File: src/rtl/lsu_pkg.sv
// Shared types for the load/store unit: access-size encodings, FSM states,
// and the alignment predicate used by the optional misalignment trap.
package lsu_pkg;

    localparam logic [1:0] SZ_BYTE     = 2'b00;
    localparam logic [1:0] SZ_HALF     = 2'b01;
    localparam logic [1:0] SZ_WORD     = 2'b10;
    localparam logic [1:0] SZ_WORD_ALT = 2'b11;

    typedef enum logic [2:0] {
        IDLE,
        RD,
        CAP,
        WR,
        DONE
    } lsu_state_e;

    // Both word encodings share the high bit.
    function automatic logic is_word(input logic [1:0] size);
        return size[1];
    endfunction

    function automatic logic misaligned(input logic [1:0] size, input logic [1:0] lo);
        if (size[1])
            return lo != 2'b00;
        else if (size == SZ_HALF)
            return lo[0];
        else
            return 1'b0;
    endfunction

endpackage

File: src/rtl/lsu_align.sv
// Combinational lane logic: little-endian load extract/extend and
// sub-word store merge into the current memory word.
module lsu_align
    import lsu_pkg::*;
(
    input  logic [1:0]  size,
    input  logic [1:0]  addr_lo,
    input  logic        is_unsigned,
    input  logic [31:0] rdata,
    input  logic [31:0] wdata,
    output logic [31:0] load_data,
    output logic [31:0] merge_data
);

    logic [7:0]  lane_b;
    logic [15:0] lane_h;
    logic [4:0]  bit_off;

    always_comb begin
        bit_off = {addr_lo, 3'b000};
        lane_b  = rdata[bit_off +: 8];
        lane_h  = addr_lo[1] ? rdata[31:16] : rdata[15:0];

        load_data = rdata;
        case (size)
            SZ_BYTE: load_data = {{24{~is_unsigned & lane_b[7]}}, lane_b};
            SZ_HALF: load_data = {{16{~is_unsigned & lane_h[15]}}, lane_h};
            default: load_data = rdata;
        endcase

        // Half-word lane ignores addr_lo[0]; word ignores both low bits.
        merge_data = rdata;
        case (size)
            SZ_BYTE: merge_data[bit_off +: 8] = wdata[7:0];
            SZ_HALF: begin
                if (addr_lo[1])
                    merge_data[31:16] = wdata[15:0];
                else
                    merge_data[15:0]  = wdata[15:0];
            end
            default: merge_data = wdata;
        endcase
    end

endmodule

File: src/rtl/lsu.sv
// Load/store unit: one request at a time, read-modify-write for sub-word
// stores. Define LSU_MISALIGN_TRAP_EN to flag misaligned half/word accesses.
module lsu
    import lsu_pkg::*;
#(
    parameter int DEPTH_LOG2 = 8
) (
    input  logic                  clk,
    input  logic                  rst,
    input  logic                  req_valid,
    output logic                  req_ready,
    input  logic                  req_we,
    input  logic [1:0]            req_size,
    input  logic                  req_unsigned,
    input  logic [31:0]           req_addr,
    input  logic [31:0]           req_wdata,
    output logic                  resp_valid,
    output logic [31:0]           resp_rdata,
    output logic                  resp_err,
    output logic [DEPTH_LOG2-1:0] dm_addr,
    output logic                  dm_ctrl_w,
    output logic                  dm_ctrl_r,
    output logic [31:0]           dm_wdata,
    input  logic [31:0]           dm_rdata
);

    lsu_state_e  state;
    logic [1:0]  size_q;
    logic [1:0]  lo_q;
    logic        we_q;
    logic        uns_q;
    logic [31:0] wdata_q;
    logic [31:0] load_data;
    logic [31:0] merge_data;
    logic        trap;

    // Address bits above the memory window wrap around.
    logic unused_addr_hi;
    assign unused_addr_hi = ^req_addr[31:DEPTH_LOG2+2];

`ifdef LSU_MISALIGN_TRAP_EN
    assign trap = misaligned(req_size, req_addr[1:0]);
`else
    assign trap = 1'b0;
`endif

    assign req_ready = (state == IDLE);

    lsu_align u_align (
        .size        (size_q),
        .addr_lo     (lo_q),
        .is_unsigned (uns_q),
        .rdata       (dm_rdata),
        .wdata       (wdata_q),
        .load_data   (load_data),
        .merge_data  (merge_data)
    );

    always_ff @(posedge clk) begin
        if (rst) begin
            state      <= IDLE;
            size_q     <= SZ_BYTE;
            lo_q       <= 2'b00;
            we_q       <= 1'b0;
            uns_q      <= 1'b0;
            wdata_q    <= '0;
            resp_valid <= 1'b0;
            resp_rdata <= '0;
            resp_err   <= 1'b0;
            dm_addr    <= '0;
            dm_ctrl_w  <= 1'b0;
            dm_ctrl_r  <= 1'b0;
            dm_wdata   <= '0;
        end else begin
            resp_valid <= 1'b0;
            dm_ctrl_r  <= 1'b0;
            dm_ctrl_w  <= 1'b0;
            case (state)
                IDLE: begin
                    if (req_valid) begin
                        size_q     <= req_size;
                        lo_q       <= req_addr[1:0];
                        we_q       <= req_we;
                        uns_q      <= req_unsigned;
                        wdata_q    <= req_wdata;
                        dm_addr    <= req_addr[DEPTH_LOG2+1:2];
                        dm_wdata   <= req_wdata;
                        resp_rdata <= '0;
                        resp_err   <= 1'b0;
                        if (trap) begin
                            state      <= DONE;
                            resp_valid <= 1'b1;
                            resp_err   <= 1'b1;
                        end else if (req_we && is_word(req_size)) begin
                            state     <= WR;
                            dm_ctrl_w <= 1'b1;
                        end else begin
                            state     <= RD;
                            dm_ctrl_r <= 1'b1;
                        end
                    end
                end
                RD: state <= CAP;
                CAP: begin
                    // dm_rdata carries the word read during RD.
                    if (we_q) begin
                        dm_wdata  <= merge_data;
                        dm_ctrl_w <= 1'b1;
                        state     <= WR;
                    end else begin
                        resp_rdata <= load_data;
                        resp_valid <= 1'b1;
                        state      <= DONE;
                    end
                end
                WR: begin
                    resp_valid <= 1'b1;
                    state      <= DONE;
                end
                DONE:    state <= IDLE;
                default: state <= IDLE;
            endcase
        end
    end

endmodule

File: config.mk
export PLATFORM = sky130hd
export DESIGN_NAME = lsu
export DESIGN_NICKNAME = d
export VERILOG_FILES = /design/src/rtl/lsu_pkg.sv /design/src/rtl/lsu_align.sv /design/src/rtl/lsu.sv
export SDC_FILE = /design/constraint.sdc
export NUM_CORES = 1
export LEC_CHECK = 0
export ABC_CLOCK_PERIOD_IN_PS = 6600
export BUFFER_PORTS_ARGS = -buffer_cell sky130_fd_sc_hd__buf_4
export CAP_MARGIN = 0
export CORE_UTILIZATION = 54
export DETAILED_ROUTE_END_ITERATION = 8
export PLACE_DENSITY = 0.81
export SYNTH_ARGS = -nofsm -noshare
export SYNTH_HDL_FRONTEND = slang
export SYNTH_HIERARCHICAL = 1
export SYNTH_SLANG_ARGS = --single-unit
File: constraint.sdc
create_clock -name clk -period 6.6 [get_ports clk]
set_input_delay 0.66 -clock clk [delete_from_list [all_inputs] [get_ports clk]]
set_output_delay 0.66 -clock clk [all_outputs]
set_load 0.01 [all_outputs]
==> impl_metrics.yaml <==
status:
  status: "complete, no violations"
worst_setup_path:
  end_kind: "flop"
  path_cells: "nor2b_1, nor3_2, a22o_1, o2bb2ai_1, a211oi_1"
  cp_slowest_cell: "dfxtp_1"
  startpoint_type: "flop"
  critPathBufInv: 0
  arrival_ns: 3.26
  crit_family: "simple AND/OR/NAND/NOR gates"
  critPathMaxStageDelay_ns: 1.03
  crit_type: "flop to flop"
  cp.required_ns: 6.86
  cp_max_fo: 31
yosys:
  async_flop_share: 0
  syn-cell-area_um2: 6350
  ys_types: 51
  yosysWarnings: 6
  postSynthCellCount: 791
  ys_seq_area_frac: 0.3657
  synth_ff_type: "dfxtp_1"
  ys_top_cells_by_area: "dfxtp_1 37%, nand2_1 9.9%, a21oi_1 6.2%, mux2i_1 6.0%, o2bb2ai_1 4.4%"
  synth_top_area_frac: 0.3657
  synth-edff-count: 0
  synth_nets: 899
  avgSynthCellArea_um2: 8.028
  ys_ff_latch: 116
  synth_top_area_cell: "dfxtp_1"
route:
  ant_nets: 0
  wl_per_cell_um: 19.17
  vias: 6382
  first_iter_violations: 681
  viasPerCell: 6.055
  drt-pass1-iter-count: 5
  drc: 0
  routed_wl_um: 20200
timing:
  skew_ns: 0.004933
  maxSlewViolCount: 0
  hold_viol: 0
  setup_viol: 0
  worst_pin_slew_ns: 1.251
  post-route-period-util: 0.4552
  grt_setup_unrepaired: "no"
  slew_headroom: 0.1629
  period_minus_slack_ns: 3.004
  max_clock_freq_mhz: 332.9
  fin_tns_setup_ns: 0
power:
  finalPower_w: 0.002263
  p_leak_nw: 3.284
  pwr-share-comb: 0.240
  clkPwrFrac: 0.401
  p_sw_w: 0.0006683
  power_density_nw_per_um2: 284.2
  pwr-share-seq: 0.358
  netSwitchingFraction: 0.2953
  peakVddDrop_v: 0.0002476
  p_int_w: 0.001595
die:
  start_util: 0.5561
  fp.dieH_um: 110.4
  rows: 39
  ios: 180
  fp.dieW_um: 110.4
  dieArea_um2: 12200
  coreArea_um2: 11420
cells_and_area:
  layout.nets: 1009
  syn_to_final_growth_pct: 25.40
  insertedDiodeCount: 0
  most-common-layout-cells: "167 x nand2_1, 164 x buf_4, 115 x dfxtp_1"
  layout-drive-gt1-share: 0.2272
  final_common_cell: "nand2_1"
global_route:
  antenna_found_initial: 0
  grt_max_degree: 100
  grt_pass1_vias: 6043
  grt_overflow: 0
  grt_usage: 0.3349
  grt_pass1_wl_um: 32290
place:
  place.gp.congestion: 0.9402
  dp_hpwl_um: 14190
  port-buffer-count: 156
cts:
  root_buffer: "clkbuf_16"
  cts_setup_buffers: 0
  cts.path.max_buffers: 2
  numCtsBuffers: 17
  cts_tree: "built"
  holdBufCountCts: 0
  clkTransAtPathRegs_ns: 0.05
  cts_max_level: 4
  clk_latency_ns: 0.42
  clkSinkCount: 116
  post_cts_resized: 0
run:
  max_cap_violations: 0
worst_hold_path:
  min_path_type: "flop to flop"
-- cells by family after synthesis --
kind of cell    count (synthesis)  share of synthesized area
simple gates                  313                     0.2313
other cells                     1                  0.0005906
mux                            42                    0.06877
buf+inv                        86                    0.07251
compound gates                228                     0.2512
flops                         116                     0.3657
fa+ha+maj                       5                   0.009852
-- through the flow --
step | util | hold WS (ns) | std cells | worst slack [ns] | area [um^2]
after floorplan | - | 0.4330 | 791 | 4.390 | 6350
final | 0.6973 | 0.4575 | 1054 | 3.596 | 7963
after global routing | 0.6973 | 0.4576 | 1054 | 3.473 | 7963
after global placement | 0.6457 | 0.4434 | 1025 | 3.742 | 7373
after detailed placement | 0.6457 | 0.4476 | 1025 | 3.688 | 7373
after CTS | 0.6973 | 0.4402 | 1054 | 3.672 | 7963
-- state kept, by name (all words and copies together), names as in the netlist --
name and count:
size_q 2, we_q 1, uns_q 1, state 3
dm_ctrl_w 1, resp_valid 1, lo_q 2, dm_wdata 32
dm_ctrl_r 1, dm_addr 8, resp_rdata 32, wdata_q 32
-- metal layers --
metal | GRT usage | routed length, um | up-vias | share of wire
met3 | 0.05598 | 1277 | 36 | 0.063
li1 | - | - | 3052 | -
met4 | 0.1404 | 492 | 0 | 0.024
met2 | 0.5321 | 9321 | 253 | 0.46
met1 | 0.4500 | 9110 | 3041 | 0.45
met5 | 0 | 0 | - | 0
-- area by class of cell --
cell class                 instances  area (um^2)
tap                              143        178.9
inverter                          13        48.80
timing repair buffer             164         1231
clock inverter                     3        40.04
fill                             927         3456
clock buffer                      26        549.3
multi-input combinational        589         3591
sequential                       116         2323
-- synthesized netlist by cell type (7+ instances only) --
| cell | count |
|---|---|
| a211oi_1 | 36 |
| a21oi_1 | 79 |
| a221o_1 | 19 |
| a22o_1 | 12 |
| buf_2 | 23 |
| buf_4 | 7 |
| buf_6 | 11 |
| clkbuf_1 | 28 |
| dfxtp_1 | 116 |
| inv_1 | 13 |
| mux2i_1 | 38 |
| nand2_1 | 167 |
| nand2b_1 | 36 |
| nand3_1 | 27 |
| nor2_1 | 40 |
| nor2b_1 | 10 |
| nor3_1 | 8 |
| o21ai_0 | 16 |
| o221ai_1 | 11 |
| o2bb2ai_1 | 32 |
-- power groups by stage --
stage               Sequential, W  Clock, W  Combinational, W
floorplan                0.000824         0          0.000356
global placement         0.000820         0          0.000524
detailed placement       0.000823         0          0.000535
CTS                      0.000809  0.000918          0.000539
global route             0.000816  0.000949          0.000589
finish                   0.000811  0.000908          0.000544
-- worst paths after layout --
kind	start	end	slack (ns)	cells after the start
setup / recovery	size_q[0]	dm_wdata[0]	3.60	5
hold reg to reg	wdata_q[30]	wdata_q[30]	0.46	2
hold / removal	wdata_q[30]	wdata_q[30]	0.46	2
setup reg to reg	size_q[0]	dm_wdata[0]	3.60	5
-- worst min-delay path, stage by stage (launching register included) --
cell,delay (ns)
dfxtp_1,0.31
nand2_1,0.05
a21oi_1,0.05
(Power assumes the default switching activity.)
